===== config.mk =====
export PLATFORM = sky130hd
export DESIGN_NAME = qbus_slave
export DESIGN_NICKNAME = d
export VERILOG_FILES = /design/src/rtl/qbus_pkg.sv /design/src/rtl/qbus_slave.sv
export SDC_FILE = /design/constraint.sdc
export NUM_CORES = 1
export LEC_CHECK = 0
export CORE_UTILIZATION = 45
export CTS_BUF_LIST = sky130_fd_sc_hd__clkbuf_8
export CTS_CLUSTER_SIZE = 10
export DETAILED_ROUTE_END_ITERATION = 8
export PLACE_DENSITY = 0.82
export SYNTH_ARGS = -nofsm -noshare
export SYNTH_HDL_FRONTEND = slang
export SYNTH_SLANG_ARGS = --single-unit

===== constraint.sdc =====
create_clock -name clk -period 2.7 [get_ports clk]
set_input_delay 0.675 -clock clk [delete_from_list [all_inputs] [get_ports clk]]
set_output_delay 0.675 -clock clk [all_outputs]
set_load 0.005 [all_outputs]

===== src/rtl/qbus_pkg.sv =====
// Shared constants for the VM1 bus responder: FSM encoding, transfer direction
// and the default decode windows for on-board RAM and the peripheral register page.
package qbus_pkg;

    typedef enum logic [2:0] {
        S_IDLE  = 3'd0,
        S_SKIP  = 3'd1,
        S_ARM   = 3'd2,
        S_WAIT  = 3'd3,
        S_READ  = 3'd4,
        S_REPLY = 3'd5
    } qstate_t;

    localparam logic DIR_RD = 1'b1;
    localparam logic DIR_WR = 1'b0;

    localparam logic [15:0] RAM_BASE = 16'o100000;
    localparam logic [15:0] RAM_MASK = 16'o140000;
    localparam logic [15:0] REG_BASE = 16'o177600;
    localparam logic [15:0] REG_MASK = 16'o177700;

    // Byte lanes stay in place: an odd byte lives in [15:8], an even byte in [7:0].
    function automatic logic [1:0] write_be(input logic wtbt, input logic odd);
        if (!wtbt)
            return 2'b11;
        return odd ? 2'b10 : 2'b01;
    endfunction

endpackage


===== src/rtl/qbus_slave.sv =====
// VM1 bus responder: claims an address window, turns a SYNC/DIN/DOUT cycle into
// one-cycle local memory strobes and answers with RPLY after a fixed wait.
module qbus_slave
    import qbus_pkg::*;
#(
    parameter logic [15:0] BASE        = RAM_BASE,
    parameter logic [15:0] MASK        = RAM_MASK,
    parameter int          WAIT_STATES = 0,
    parameter int          AW          = 15
) (
    input  logic          clk,
    input  logic          reset,
    input  logic          ce,
    input  logic          SYNC,
    input  logic          DIN,
    input  logic          DOUT,
    input  logic          WTBT,
    input  logic [15:0]   addr_i,
    input  logic [15:0]   data_i,
    output logic          RPLY,
    output logic [15:0]   data_o,
    output logic          data_oe,
    output logic          sel,
    output logic [AW-1:0] mem_addr,
    output logic          mem_rd,
    output logic          mem_wr,
    output logic [1:0]    mem_be,
    output logic [15:0]   mem_wdata,
    input  logic [15:0]   mem_rdata
);

    // The request edge itself counts as the first wait step, so the counter
    // is loaded one short and a zero-wait slave strobes straight out of ARM.
    localparam bit       WS_ZERO = (WAIT_STATES == 0);
    localparam logic [3:0] WS_LOAD = WS_ZERO ? 4'd0 : 4'(WAIT_STATES - 1);

    qstate_t         r_state, w_state;
    logic            r_sync_q;
    logic [3:0]      r_cnt, w_cnt;
    logic            r_dir, w_dir;
    logic            r_odd, w_odd;
    logic            r_wtbt, w_wtbt;
    logic            r_rply, w_rply;
    logic            r_oe, w_oe;
    logic            r_sel, w_sel;
    logic            r_rd, w_rd;
    logic            r_wr, w_wr;
    logic [1:0]      r_be, w_be;
    logic [15:0]     r_data_o, w_data_o;
    logic [AW-1:0]   r_addr, w_addr;
    logic [15:0]     r_wdata, w_wdata;
    logic            w_start;
    logic            w_match;
    logic            w_fire;

    assign w_start = SYNC & ~r_sync_q;
    assign w_match = ((addr_i & MASK) == BASE);

    always_ff @(posedge clk or posedge reset) begin
        if (reset) begin
            r_state  <= S_IDLE;
            r_sync_q <= 1'b0;
            r_cnt    <= 4'd0;
            r_dir    <= DIR_WR;
            r_odd    <= 1'b0;
            r_wtbt   <= 1'b0;
            r_rply   <= 1'b0;
            r_oe     <= 1'b0;
            r_sel    <= 1'b0;
            r_rd     <= 1'b0;
            r_wr     <= 1'b0;
            r_be     <= 2'b00;
            r_data_o <= 16'd0;
            r_addr   <= '0;
            r_wdata  <= 16'd0;
        end else if (ce) begin
            r_state  <= w_state;
            r_sync_q <= SYNC;
            r_cnt    <= w_cnt;
            r_dir    <= w_dir;
            r_odd    <= w_odd;
            r_wtbt   <= w_wtbt;
            r_rply   <= w_rply;
            r_oe     <= w_oe;
            r_sel    <= w_sel;
            r_rd     <= w_rd;
            r_wr     <= w_wr;
            r_be     <= w_be;
            r_data_o <= w_data_o;
            r_addr   <= w_addr;
            r_wdata  <= w_wdata;
        end
    end

    always_comb begin
        w_state  = r_state;
        w_cnt    = r_cnt;
        w_dir    = r_dir;
        w_odd    = r_odd;
        w_wtbt   = r_wtbt;
        w_rply   = r_rply;
        w_oe     = r_oe;
        w_sel    = r_sel;
        w_rd     = 1'b0;
        w_wr     = 1'b0;
        w_be     = r_be;
        w_data_o = r_data_o;
        w_addr   = r_addr;
        w_wdata  = r_wdata;
        w_fire   = 1'b0;

        case (r_state)
            S_IDLE: begin
                if (w_start) begin
                    if (w_match) begin
                        w_addr  = addr_i[AW:1];
                        w_odd   = addr_i[0];
                        w_wtbt  = WTBT;
                        w_sel   = 1'b1;
                        w_state = S_ARM;
                    end else begin
                        w_state = S_SKIP;
                    end
                end
            end
            S_SKIP: begin
                if (!SYNC)
                    w_state = S_IDLE;
            end
            S_ARM: begin
                if (!SYNC) begin
                    w_sel   = 1'b0;
                    w_state = S_IDLE;
                end else if (DIN || DOUT) begin
                    w_dir = DIN ? DIR_RD : DIR_WR;
                    if (WS_ZERO) begin
                        w_fire = 1'b1;
                    end else begin
                        w_cnt   = WS_LOAD;
                        w_state = S_WAIT;
                    end
                end
            end
            S_WAIT: begin
                if (!SYNC) begin
                    w_sel   = 1'b0;
                    w_state = S_IDLE;
                end else if (r_cnt != 4'd0) begin
                    w_cnt = r_cnt - 4'd1;
                end else begin
                    w_fire = 1'b1;
                end
            end
            S_READ: begin
                w_data_o = mem_rdata;
                w_oe     = 1'b1;
                w_rply   = 1'b1;
                w_state  = S_REPLY;
            end
            S_REPLY: begin
                if (!DIN && !DOUT) begin
                    w_rply  = 1'b0;
                    w_oe    = 1'b0;
                    w_sel   = 1'b0;
                    w_state = S_IDLE;
                end
            end
            default: w_state = S_IDLE;
        endcase

        if (w_fire) begin
            if (w_dir == DIR_RD) begin
                w_rd    = 1'b1;
                w_be    = 2'b11;
                w_state = S_READ;
            end else begin
                w_wr    = 1'b1;
                w_wdata = data_i;
                w_be    = write_be(r_wtbt, r_odd);
                w_rply  = 1'b1;
                w_state = S_REPLY;
            end
        end
    end

    assign RPLY      = r_rply;
    assign data_o    = r_data_o;
    assign data_oe   = r_oe;
    assign sel       = r_sel;
    assign mem_addr  = r_addr;
    assign mem_rd    = r_rd & ce;
    assign mem_wr    = r_wr & ce;
    assign mem_be    = r_be;
    assign mem_wdata = r_wdata;

endmodule


# == Word-level counts from Yosys, hierarchy flattened ==
# Cells that the tools add are included.
# word_totals
out_inout_bits,54
n_memories,0
wordCells,89
input_bits,55
latch_bits,0
mem_bits_rw,0
romBits,0
register_bits,65
# op_classes
n_shift,0
muxes,37
n_reduce_logical,18
n_div,0
n_bitwise,5
eq_ne,13
mul,0
magnitude_cmp,0
add_sub_neg,1
# ops
cell,n
$mux 1,23
$mux 3,4
$pmux 3 s4,1
$reduce_and 4->1,3
$mux 2,5
$ne 2x2->1 const B,4
$eq 3x2->1 const B,2
$eq 3x3->1 const B,2
$ne 3x3->1 const B,2
$pmux 1 s2,3
$reduce_and 3->1,2
$reduce_and 6->1,1
$reduce_and 2->1,2
$reduce_bool 4->1,1
$sub 4x1->4 const B,1
$and 1x1->1,3
$eq 3x1->1 const B,1
$logic_not 3->1,1
$ne 3x2->1 const B,1
$pmux 1 s3,1
$reduce_bool 3->1,1
$reduce_or 3->1,1
$eq 2x2->1 const B,1
$logic_not 1->1,2
other kinds (5),6

# == Depth between registers and ports, before layout ==
# depth
ltp_word,8
mapped_depth,7
depth_no_buf,6

# == Worst setup path after synthesis ==
# Ideal clock, no wire load.
# synth_path
path_kind,input to register
start,input port SYNC
end,register r_wdata[10] (netlist: mem_wdata[10])
stages,5
n_path_buf,1
path_slack_ns,0.687
arrival_time_ns,1.888
cell_sequence,and3b_1 -> o2111ai_2 -> or3_4 -> buf_6 -> mux2_4
# synth_via
elab_chain_len,4
# synth_rtl
item,line,source
"start, declared",qbus_slave.sv:14,"input logic SYNC,"
$mux 1,qbus_slave.sv:131,if (!SYNC) begin
$mux 1,qbus_slave.sv:112,case (r_state)
$not 1->1 (no line),--,
$reduce_and 3->1 (no line) (*),--,
"end signal, assigned",qbus_slave.sv:91,r_wdata <= w_wdata;
"end, declared",qbus_slave.sv:51,"logic [15:0] r_wdata, w_wdata;"
# Every way passes the cells marked *; elsewhere a longest branch is shown, timed or not.
# A chain may end at the register's enable or synchronous reset.

# == Worst setup path in the final report ==
# layout_path
start,input port ce
end,output port mem_wr
# layout_via
elab_chain_len,1
# layout_rtl
item,line,source
"start, declared",qbus_slave.sv:13,"input logic ce,"
$and 1x1->1,qbus_slave.sv:192,assign mem_wr = r_wr & ce;
"end, declared",qbus_slave.sv:26,"output logic mem_wr,"
# No other way between the ends.

==> results.md <==
- Pin count of the biggest net entering global routing: 66
- CP Buf/Inv Count: 3
- Synth Cell Area: 2850 um2
- Area grow syn2layout: 49.1%
- FF-to-FF path depth: 6
- Vias per Instance: 5.04
- Top-count cell post-synth: dfrtp_1
- Kind of critical path: in2out
- Status: finished, final reports clean
- GP Congestion: 0.861
- Synth Area in Simple Gates: 8.16%
- Synth Area in Adders: less than 1%
- Placed instance area: 4050 um2
- Utilization after layout: between 70% and 80%
- Die Span Y: 81.6 um
- Top cell type's share of synthesized area: 57.0%
- Cells after synthesis: slightly above 200
- Leakage Power: about 2 nW
- DRC errors left: 0
- Initial antenna violation count: 0
- Cell mode on critical path: clkdlybuf4s50_1
- CP delay by family, top: buffers and inverters
- Distinct cells, synth: between 40 and 50
- Post-synth top area cell: dfrtp_1
- Routed wire length: slightly above 6 mm
- CORE AREA: between 6000 and 7000 um2
- Complex-gate fraction of the synthesized area: roughly 7%
- Clk root buf: clkbuf_8
- Slew Limit Headroom: 73.7%
- Final setup viols: 0
- Final hold slack: roughly 0.48 ns
- TritonCTS clock tree: done
- Vias in the first global route: 2,101
- Rows: 28
- Clk sinks: 65
- Tcrit/Tclk final: a little over nine tenths
- Die area: ~6700 um2
- Nets: approximately 380
- Design area: ~4300 um2
- Worst clock skew: approximately 0.018 ns
- Max-slew violation count: 0
- Gr usage total: ~20%
- Synth async-reset ratio: 100%
- Max_cap viols: 0
- Post-route minimum period: between 2 and 3 ns
- Vias: around 2,000
- Stages on worst setup path: 4
- FILL cells: ~470
- Worst path required time: between 2 and 2.5 ns
- Die Span X: around 82 um
- Ratio of cells with drive above 1 in the final layout: 24.8%
- CP Launch Type: input port
- Largest family of logic cells by synthesized area: multiplexers
- N_diodes: 0
- Dominant synthesized flop cell: dfrtp_1
- CP max-delay cell: clkdlybuf4s50_1
- Initial core utilization: between 40% and 50%
- Peak VDD IR: 0.535 mV
- Post-synthesis mux area share: between 20% and 30%
- 1st-pass router iterations: 4
- Multi-input gate area: between 1000 and 1500 um2
- Hold Crit Start: mem_addr[14]
- Synth warn: 0
- RSZ-0062 raised after global routing: false
- Post-synth EDFFs: 0
- Max Freq: around 0.4 GHz
- Top area cells in the synthesized netlist: dfrtp_1 (57%), mux2_4 (13%), mux2_2 (9.1%)
- Synthesized flop and latch total: 65
- Num ports: ~110
- Crit path cell chain: clkdlybuf4s50_1, inv_1, nor2_1, clkdlybuf4s50_1
- Top post-synthesis cells by count: dfrtp_1 (65), mux2_4 (24), mux2_2 (23), inv_1 (11), nand2_1 (8)
- Worst Path Arrival: 1.86 ns
- H-tree Lvls: 3
- Hold Path Depth: 1
- Pwr dens: 1010 nW/um2
- Min-Delay Path Class: reg2reg
- Antenna Violating Nets Remaining: 0
- Port bufs: ~110
- Post-CTS setup buffer count: 0
- CTS resizes: 0
- Largest fanout on the critical path: 3
- Final Hold Fails: 0
- Cts bufs inserted: 9
- Reg-to-reg critical path startpoint: r_cnt[0]
- CP Capture Type: output pin
- Global route total overflow: 0
- Initial DRC count: 133
- Crit-path max cell delay: about 0.52 ns
- Dpl hpwl: about 4.5 mm
- Worst-path clk slew: approximately 0.070 ns
- Sequential standard cell area: approximately 1600 um2
- Sequential fraction of the synthesis area: between 50% and 60%
- Hold buffers post-CTS: 0
- Final TNS setup: 0 ns
- Worst-Skew Late Latency: 0.33 ns
- Slew @ Worst Pin: 0.385 ns
- Dpl cells: 386
- Post-Layout Cell Count: ~400
- DR WL/cell: approximately 15 um
- Global-route wire length before repair: between 9 and 10 mm
- Clock Tree Buf Depth: 2
- Critical Path Source: ce
- Syn_nets: 260
- Synth Area in XOR/XNOR: 0.921%
- Post-Syn Area per Cell: between 10 and 15 um2
==> cells by family (layout without fill, tap and decap cells) <==
group / count (synthesis) / in the layout
AOI/OAI and AO/OA: 27 / 27
xor gates and xnor gates: 3 / 3
adders and majority gates: 2 / 2
buffers and inverters: 21 / 145
DFF: 65 / 65
muxes: 47 / 47
and+or+nand+nor: 38 / 38
==> report_power, final <==
group          leakage [nW]  switching [mW]  internal [mW]
combinational          1.03           0.509           1.22
sequential            0.812           0.300           1.42
clock                 0.104           0.394          0.434
total                  1.95            1.20           3.07
==> flip-flops by register name, summed over array words and instances (netlist names) <==
signal	count
r_cnt	4
data_o	16
r_odd	1
mem_wdata	16
r_wtbt	1
r_wr	1
r_state	3
mem_be	2
r_sync_q	1
r_rd	1
RPLY	1
r_dir	1
sel	1
mem_addr	15
data_oe	1
==> through the flow <==
| step | setup slack, ns | power [mW] |
|---|---|---|
| 5_1_grt | 0.0903 | 4.56 |
| 4_1_cts | 0.151 | 4.33 |
| 6_report | 0.165 | 4.27 |
| 3_5_place_dp | -0.00301 | 3.48 |
| 3_3_place_gp | 0.0473 | 3.41 |
| 2_1_floorplan | 0.399 | 2.51 |
==> cell type report <==
type                            instances  share of cell area, %
Sequential cell                        65                   38.3
Clock inverter                          7                   1.85
Tap cell                               75                   2.21
Inverter                               11                  0.971
Timing Repair Buffer                  118                   27.8
Clock buffer                            9                   2.91
Multi-Input combinational cell        117                   26.0
==> path summary, 6_finish.rpt <==
| kind | end | slack, ns |
|---|---|---|
| setup / recovery | mem_wr | 0.16 |
| hold / removal | mem_addr[14] | 0.48 |
| setup reg to reg | mem_wdata[4] | 0.59 |
| hold reg to reg | mem_addr[14] | 0.48 |
| max in group asynchronous | r_state[2] | 1.70 |
| min in group asynchronous | mem_wdata[15] | 0.72 |
==> layout by cell type, fill, tap and decap left out, drive strengths merged, types with 2 or more instances in the layout <==
master / netlist / layout
nand2b: 2 / 2
o31a: 2 / 2
clkbuf: 1 / 9
nand2: 8 / 8
a21o: 2 / 2
ha: 2 / 2
inv: 11 / 12
mux2: 47 / 47
clkdlybuf4s50: 0 / 108
and3: 2 / 2
o211ai: 2 / 2
a211oi: 3 / 3
xnor2: 3 / 3
a21oi: 4 / 4
or3: 3 / 3
a21boi: 2 / 2
nor3: 4 / 4
dfrtp: 65 / 65
nor2: 4 / 4
nand4: 2 / 2
nand3: 2 / 2
o21ai: 5 / 5
buf: 9 / 10
and2: 4 / 4
nor3b: 2 / 2
clkinv: 0 / 5
==> routing by layer <==
layer	global-route usage (%)	share of wire, %	up-vias
li1	-	-	957
met1	24.6	42	998
met2	32.6	51	60
met3	5.22	5.3	10
met4	10.7	1.9	0
met5	0	0	-
(Power assumes the default switching activity.)
